$ cat src/rtl/timer_dev.sv
// timer_dev: programmable down-counting timer with CTRL/PRESET/COUNT registers.
// COUNT is loaded from PRESET in LOAD, decremented once per prescaler tick in
// CNT, and the FSM parks in INT (one-shot) or bounces back to LOAD
// (auto-reload) when it reaches zero. IRQ is the INT state masked by IM.
module timer_dev #(
  parameter int unsigned PRESCALE = 0
) (
  input  logic        Clk,
  input  logic        Reset,
  input  logic [1:0]  Addr,
  input  logic        We,
  input  logic [31:0] Din,
  output logic [31:0] Dout,
  output logic        IRQ
);

  typedef enum logic [1:0] {
    IDLE = 2'd0,
    LOAD = 2'd1,
    CNT  = 2'd2,
    INT  = 2'd3
  } state_t;

  localparam logic [7:0] PSC_MAX = PRESCALE[7:0];

  state_t      state;
  state_t      next_state;
  logic [3:0]  ctrl;
  logic [31:0] preset;
  logic [31:0] count;
  logic [7:0]  prescaler;

  logic        ctrl_wr;
  logic        preset_wr;
  logic        enable;
  logic        im;
  logic        auto_reload;
  logic        tick;

  assign ctrl_wr     = We && (Addr == 2'd0);
  assign preset_wr   = We && (Addr == 2'd1);
  assign enable      = ctrl[0];
  assign im          = ctrl[3];
  assign auto_reload = (ctrl[2:1] == 2'd1);
  assign tick        = (state == CNT) && enable && (prescaler == PSC_MAX);

  // State register
  always_ff @(posedge Clk or negedge Reset) begin
    if (!Reset) begin
      state <= IDLE;
    end else begin
      state <= next_state;
    end
  end

  // Next-state logic; Enable=0 pulls every active state except a one-shot INT
  // back to IDLE, since the one-shot INT clears Enable itself.
  always_comb begin
    next_state = state;
    unique case (state)
      IDLE: begin
        if (enable) next_state = LOAD;
      end
      LOAD: begin
        next_state = enable ? CNT : IDLE;
      end
      CNT: begin
        if (!enable) begin
          next_state = IDLE;
        end else if (count == '0) begin
          next_state = INT;
        end else if (tick && (count == 32'd1)) begin
          next_state = INT;
        end
      end
      INT: begin
        if (auto_reload) begin
          next_state = enable ? LOAD : IDLE;
        end else if (ctrl_wr || preset_wr) begin
          next_state = IDLE;
        end
      end
      default: next_state = IDLE;
    endcase
  end

  // Register file and counting datapath; a software CTRL write takes priority
  // over the hardware Enable clear in a one-shot INT.
  always_ff @(posedge Clk or negedge Reset) begin
    if (!Reset) begin
      ctrl      <= '0;
      preset    <= '0;
      count     <= '0;
      prescaler <= '0;
    end else begin
      if (ctrl_wr) begin
        ctrl <= Din[3:0];
      end else if ((state == INT) && !auto_reload) begin
        ctrl[0] <= 1'b0;
      end

      if (preset_wr) begin
        preset <= Din;
      end

      case (state)
        LOAD: begin
          count     <= preset;
          prescaler <= '0;
        end
        CNT: begin
          if (enable && (count != '0)) begin
            if (tick) begin
              count     <= count - 32'd1;
              prescaler <= '0;
            end else begin
              prescaler <= prescaler + 8'd1;
            end
          end
        end
        default: ;
      endcase
    end
  end

  // Register read mux
  always_comb begin
    Dout = '0;
    unique case (Addr)
      2'd0:    Dout = {28'b0, ctrl};
      2'd1:    Dout = preset;
      2'd2:    Dout = count;
      default: Dout = '0;
    endcase
  end

  assign IRQ = (state == INT) && im;

endmodule

$ cat config.mk
export PLATFORM = sky130hd
export DESIGN_NAME = timer_dev
export DESIGN_NICKNAME = d
export VERILOG_FILES = /design/src/rtl/timer_dev.sv
export SDC_FILE = /design/constraint.sdc
export NUM_CORES = 1
export LEC_CHECK = 0
export BUFFER_PORTS_ARGS = -buffer_cell sky130_fd_sc_hd__buf_2
export CAP_MARGIN = 20
export CORE_MARGIN = 2
export CORE_UTILIZATION = 40
export DETAILED_ROUTE_END_ITERATION = 10
export GPL_ROUTABILITY_DRIVEN = 0
export GPL_TIMING_DRIVEN = 0
export PLACE_DENSITY = 0.65
export SYNTH_ARGS = -nofsm -noshare
export SYNTH_HDL_FRONTEND = slang
export SYNTH_SLANG_ARGS = --single-unit
$ cat constraint.sdc
create_clock -name Clk -period 3.7 [get_ports Clk]
set_input_delay 0.74 -clock Clk [delete_from_list [all_inputs] [get_ports Clk]]
set_output_delay 0.74 -clock Clk [all_outputs]
set_load 0.03 [all_outputs]
==> flow_metrics.py, run 1 <==
metrics = {
    "sta": {
        "hold_viol": 0,
        "setup_violations": 0,
        "tns_ps": 0,
        "rsz0062_at_grt": "no",
        "max_slew.worst_pin.slew_ps": 1010,
        "clock-skew-final_ps": 15.4,
        "fin_crit_ps": 3620,
        "maxSlewHeadroom": 0.319,
        "finalCritPeriodShare": 0.978,
        "final-max-slew-violation-count": 0,
        "fmax_ghz": 0.276,
    },
    "pwr": {
        "ir_worst_vdd_uv": 367,
        "power_mw": 3.75,
        "powerDensity_nw_per_um2": 724,
        "cellLeakagePower_nw": 2.21,
    },
    "synthesis": {
        "synth_nets": 499,
        "synthesis.area_um2": 4440,
        "yosysSeqAreaShare": 0.440,
        "syn_area_per_cell_um2": 9.69,
        "synth_edf_count": 0,
        "ys_warn_count": 0,
        "yosys_register_bits": 78,
        "syn_inst": 458,
        "yosys.cell_types.count": 56,
        "ys.flop_type": "dfrtp_1",
        "async_flop_share": 1.00,
    },
    "worst_setup_path": {
        "critPathMaxFanout": 10,
        "cp-start-kind": "input pin",
        "r2r_cells": 6,
        "ff2ff_setup_slack_ps": 530,
        "r2r_start": "count[5]$_DFFE_PN0P_",
        "worstSetupPathType": "in2out",
        "crit_start": "Addr[1]",
        "critPathCaptureType": "output pin",
        "crit_required_ps": 2960,
        "worstReg2RegEnd": "count[24]$_DFFE_PN0P_",
        "worstPathArrival_ps": 2880,
    },
    "drt": {
        "drc_errors": 0,
        "ant_nets": 0,
        "vias_per_cell": 5.94,
        "wire_per_inst_um": 19.1,
        "drt-total-wl_um": 13000,
        "via_count": 4058,
        "dr.pass1.iters": 5,
        "first_iter_violations": 280,
    },
    "clock_network": {
        "cts_buffer_depth": 2,
        "clk_latency_ps": 370,
        "cts_max_level": 3,
        "cts_root_buffer": "clkbuf_8",
        "cts_buffers": 9,
        "clock-sinks": 78,
        "cts_tree": "done",
        "clk_pin_slew_ps": 90,
    },
    "finish": {
        "final_cell_area_um2": 5180,
        "layout.nets": 579,
        "syn_to_final_growth_pct": 16.8,
        "instances_no_fill": 683,
        "diodes": 0,
        "layout-drive-gt1-share": 0.256,
    },
    "die": {
        "die_h_um": 109,
        "io_pins": 70,
        "rows": 38,
        "die_w_um": 109,
        "die_area_um2": 12000,
        "initial_core_util": 0.409,
        "core_area_um2": 10800,
    },
    "flow_run": {
        "drv_cap": 0,
    },
    "hold_path": {
        "hold_class": "in2async",
    },
    "status": {
        "status": "completed",
    },
    "grt": {
        "grt_overflow": 0,
        "grt_max_degree": 61,
        "grt_pass1_vias": 4028,
        "antenna_found_initial": 0,
        "grt_pass1_wl_um": 21100,
        "track_usage": 0.233,
    },
    "placement": {
        "dp_cells": 667,
        "dpl.hpwl_um": 9200,
        "port-buffer-count": 68,
        "placed_area_um2": 4980,
    },
}
-- stage by stage --
stage	hold slack, ps	util	setup WS, ps
3_3_place_gp	512	0.457	105
6_report	244	0.478	82.1
4_1_cts	246	0.478	97.3
3_5_place_dp	522	0.460	92.2
2_1_floorplan	444	-	869
5_1_grt	261	0.478	38.4
-- final cells by class --
| class | instances | area, um2 |
|---|---|---|
| Clock buffer | 10 | 138 |
| Tap cell | 140 | 175 |
| Buffer | 34 | 183 |
| Inverter | 8 | 30.0 |
| Clock inverter | 6 | 61.3 |
| Timing Repair Buffer | 69 | 370 |
| Sequential cell | 78 | 1950 |
| Multi-Input combinational cell | 338 | 2270 |
| Fill cell | 1070 | 5660 |
-- kinds of logic (layout without fill, tap and decap cells) --
family | Yosys count | count (layout) | synth area share
DFF | 78 | 78 | 0.440
muxes | 39 | 39 | 0.0978
buffers and inverters | 42 | 127 | 0.0476
and+or+nand+nor | 142 | 142 | 0.167
xor gates and xnor gates | 5 | 5 | 0.00987
adders and majority gates | 4 | 4 | 0.0113
AOI/OAI and AO/OA | 148 | 148 | 0.227
-- layer usage --
| metal | vias up | routed length, um | track usage | share of wire |
|---|---|---|---|---|
| met5 | - | 0 | 0 | 0 |
| met4 | 0 | 335 | 0.106 | 0.026 |
| met3 | 24 | 809 | 0.0320 | 0.062 |
| met2 | 167 | 6100 | 0.372 | 0.47 |
| met1 | 1989 | 5770 | 0.314 | 0.44 |
| li1 | 1878 | - | - | - |
-- cells in the final DEF, fill, tap and decap left out, types with 13 or more instances in the layout --
cell type and n:
a21oi_1 41, nand2_1 33, mux2_2 35, dfrtp_1 78, clkbuf_1 20, nand3_1 13
o21ai_0 26, nor2_1 33, buf_2 68, a22o_1 28
-- synth_stat cells (all sizes together) (2+ instances only) --
cell	number	area, um2
a32oi	3	26.3
o21ai	31	155
nor4	7	56.3
or4	6	48.8
nand3b	2	15.0
a21oi	41	205
o211ai	2	15.0
dfrtp	78	1950
nor2b	7	43.8
or3	4	25.0
xor2	5	43.8
nand3	13	65.1
and2	3	18.8
buf	14	106
nand2b	4	25.0
o31ai	3	22.5
mux2	35	394
nor2	33	124
o32ai	5	43.8
a22o	28	245
a22oi	3	22.5
a21o	2	15.0
and3	3	18.8
or2	3	18.8
a31oi	7	58.8
o22ai	6	43.8
a31o	3	26.3
clkbuf	20	75.1
o211a	2	20.0
inv	8	30.0
ha	4	50.1
nand2	33	124
o22a	5	43.8
nand4	8	50.1
and4	2	17.5
a2bb2oi	2	17.5
mux2i	4	40.0
nor3	10	50.1
-- how the worst max path moves through the flow --
stage	endpoint	cells after the start
5_1_grt	Dout[7]	6
3_3_place_gp	Dout[29]	6
2_1_floorplan	Dout[10]	5
4_1_cts	Dout[29]	6
3_5_place_dp	Dout[29]	6
6_report	Dout[22]	6
-- flip-flops by register name, summed over array words and instances, names as in the netlist --
| signal | flops |
|---|---|
| ctrl | 4 |
| prescaler | 8 |
| count | 32 |
| preset | 32 |
| state | 2 |
-- where the power goes --
| part | switching [mW] | total, mW | internal [mW] |
|---|---|---|---|
| Sequential | 0.332 | 1.46 | 1.12 |
| Combinational | 0.993 | 1.64 | 0.647 |
| Clock | 0.329 | 0.657 | 0.328 |
-- repair_timing --
item / CTS / global route
hold buffers: 0 / 0
hold endpoints to repair: 0 / 0
endpoints found under the setup margin: 0 / 1
setup buffers: 0 / 0
gates resized for setup: 0 / 1
-- critical path, stage by stage --
cell and delay [ps]:
clkbuf_1 310, nor2b_1 210, clkbuf_1 490, buf_1 650, a22o_1 270, buf_2 200
(Power assumes the default switching activity.)
==> inputs of run 2 (changes only) <==
--- a/config.mk
+++ b/config.mk
@@ -8,11 +8,11 @@
 export BUFFER_PORTS_ARGS = -buffer_cell sky130_fd_sc_hd__buf_2
 export CAP_MARGIN = 20
 export CORE_MARGIN = 2
-export CORE_UTILIZATION = 40
+export CORE_UTILIZATION = 50
 export DETAILED_ROUTE_END_ITERATION = 10
 export GPL_ROUTABILITY_DRIVEN = 0
 export GPL_TIMING_DRIVEN = 0
-export PLACE_DENSITY = 0.65
+export PLACE_DENSITY = 0.77
 export SYNTH_ARGS = -nofsm -noshare
 export SYNTH_HDL_FRONTEND = slang
 export SYNTH_SLANG_ARGS = --single-unit
==> run 2 against run 1 <==
  * Via count up 3.2%
  * Maximum frequency up 1.5%
  * Combinational power about the same
  * Hold slack better by 22 ps
  * Critical path type unchanged
==> flow_metrics.py, run 2 (synthesis results as in run 1) <==
metrics = {
    "status": {
        "status": "completed",
    },
    "placement": {
        "dpl.hpwl_um": 8890,
        "dp_slack_ps": 157,
        "dp_cells": 635,
        "port-buffer-count": 68,
    },
    "drt": {
        "first_iter_violations": 396,
        "drc_errors": 0,
        "ant_nets": 0,
        "vias_per_cell": 6.44,
        "via_count": 4188,
        "drt-total-wl_um": 12800,
        "wire_per_inst_um": 19.6,
        "dr.pass1.iters": 5,
    },
    "clock_network": {
        "cts_buffers": 9,
        "cts_buffer_depth": 2,
        "clk_latency_ps": 360,
        "cts_max_level": 3,
        "post-cts-setup-buffers": 0,
        "postCtsHoldBufs": 0,
        "clk_pin_slew_ps": 70,
        "cts_resized": 0,
        "cts_tree": "done",
        "cts_root_buffer": "clkbuf_8",
        "clock-sinks": 78,
    },
    "worst_setup_path": {
        "cp-start-kind": "input pin",
        "cpMaxStageDelayCell": "buf_1",
        "crit_end": "Dout[22]",
        "crit_chain": "clkbuf_1 > nor2b_1 > clkbuf_1 > buf_1 > a22o_1 > buf_2",
        "cpMostUsedCell": "clkbuf_1",
        "crit_required_ps": 2960,
        "r2r_start": "count[4]$_DFFE_PN0P_",
        "r2r_cells": 9,
        "cpPeakStageDelay_ps": 590,
        "path_delay_family": "buffers and inverters",
        "crit_start": "Addr[1]",
        "path_depth": 6,
        "worstSetupPathType": "in2out",
        "worstPathArrival_ps": 2820,
        "worstReg2RegEnd": "count[26]$_DFFE_PN0P_",
        "critPathBufInv": 4,
        "ff2ff_setup_slack_ps": 450,
        "critPathMaxFanout": 10,
        "critPathCaptureType": "output pin",
    },
    "die": {
        "core_area_um2": 8680,
        "die_area_um2": 9650,
        "die_h_um": 98.2,
        "io_pins": 70,
        "die_w_um": 98.2,
        "rows": 34,
        "initial_core_util": 0.511,
    },
    "finish": {
        "layout.nets": 579,
        "reg_top3": "count x32, preset x32, prescaler x8",
        "instances_no_fill": 650,
        "layout-drive-gt1-share": 0.253,
        "diodes": 0,
        "syn_to_final_growth_pct": 16.4,
        "final_cell_mix": "78 x dfrtp_1, 68 x buf_2, 41 x a21oi_1",
        "final_common_cell": "dfrtp_1",
        "ff_latch_area_um2": 1950,
        "multi_input_area_um2": 2270,
        "fillers": 774,
    },
    "hold_path": {
        "hold_class": "in2async",
    },
    "grt": {
        "grt_pass1_vias": 4137,
        "antenna_found_initial": 0,
        "track_usage": 0.274,
        "grt_max_degree": 59,
        "grt_pass1_wl_um": 21300,
        "grt_overflow": 0,
    },
    "sta": {
        "max_slew.worst_pin.slew_ps": 1040,
        "hold_viol": 0,
        "fmax_ghz": 0.281,
        "hold_slack_ps": 266,
        "finalCritPeriodShare": 0.963,
        "rsz0062_at_grt": "no",
        "setup_slack_ps": 136,
        "tns_ps": 0,
        "maxSlewHeadroom": 0.302,
        "clock-skew-final_ps": 9.40,
        "setup_violations": 0,
        "final-max-slew-violation-count": 0,
        "fin_crit_ps": 3560,
    },
    "pwr": {
        "pwr-share-comb": 0.430,
        "ir_worst_vdd_uv": 370,
        "cellLeakagePower_nw": 2.22,
        "p_clk_frac": 0.189,
        "p_seq_frac": 0.382,
        "power.switching_mw": 1.65,
        "powerDensity_nw_per_um2": 742,
        "switching_share": 0.430,
        "power_mw": 3.83,
        "p_int_mw": 2.18,
    },
    "flow_run": {
        "drv_cap": 0,
    },
}
[run 2: final cells by class]
type	instances	area share
Tap cell	108	0.0262
Inverter	8	0.00581
Multi-Input combinational cell	338	0.440
Sequential cell	78	0.378
Timing Repair Buffer	69	0.0717
Clock buffer	11	0.0293
Buffer	34	0.0351
Clock inverter	4	0.0136
[run 2: power groups by stage]
stage          registers [mW]  logic [mW]  clock network (mW)
3_3_place_gp             1.44        1.55                   0
2_1_floorplan            1.36        1.21                   0
5_1_grt                  1.50        1.79               0.758
3_5_place_dp             1.46        1.61                   0
4_1_cts                  1.45        1.61               0.730
6_report                 1.46        1.65               0.723
[run 2: layer usage]
metal / vias to the layer above / wire (um) / global-route usage / share of wire
li1: 1880 / - / - / -
met1: 2048 / 5420 / 0.366 / 0.42
met2: 232 / 6040 / 0.445 / 0.47
met3: 28 / 1010 / 0.0587 / 0.079
met4: 0 / 281 / 0.0991 / 0.022
met5: - / 0 / 0 / 0
[run 2: worst min path at each step]
stage                                          end  slack [ps]
final                     prescaler[6]$_DFFE_PN0P_         270
after global routing         count[27]$_DFFE_PN0P_         280
after CTS                    count[23]$_DFFE_PN0P_         270
after detailed placement    preset[18]$_DFFE_PN0P_         520
after global placement         ctrl[3]$_DFFE_PN0P_         520
after floorplan               count[0]$_DFFE_PN0P_         440
[run 2: per-stage QoR]
stage | utilization | cell area, um2
finish | 0.595 | 5160
global route | 0.595 | 5160
CTS | 0.595 | 5160
detailed placement | 0.570 | 4940
global placement | 0.566 | 4910
floorplan | - | 4440
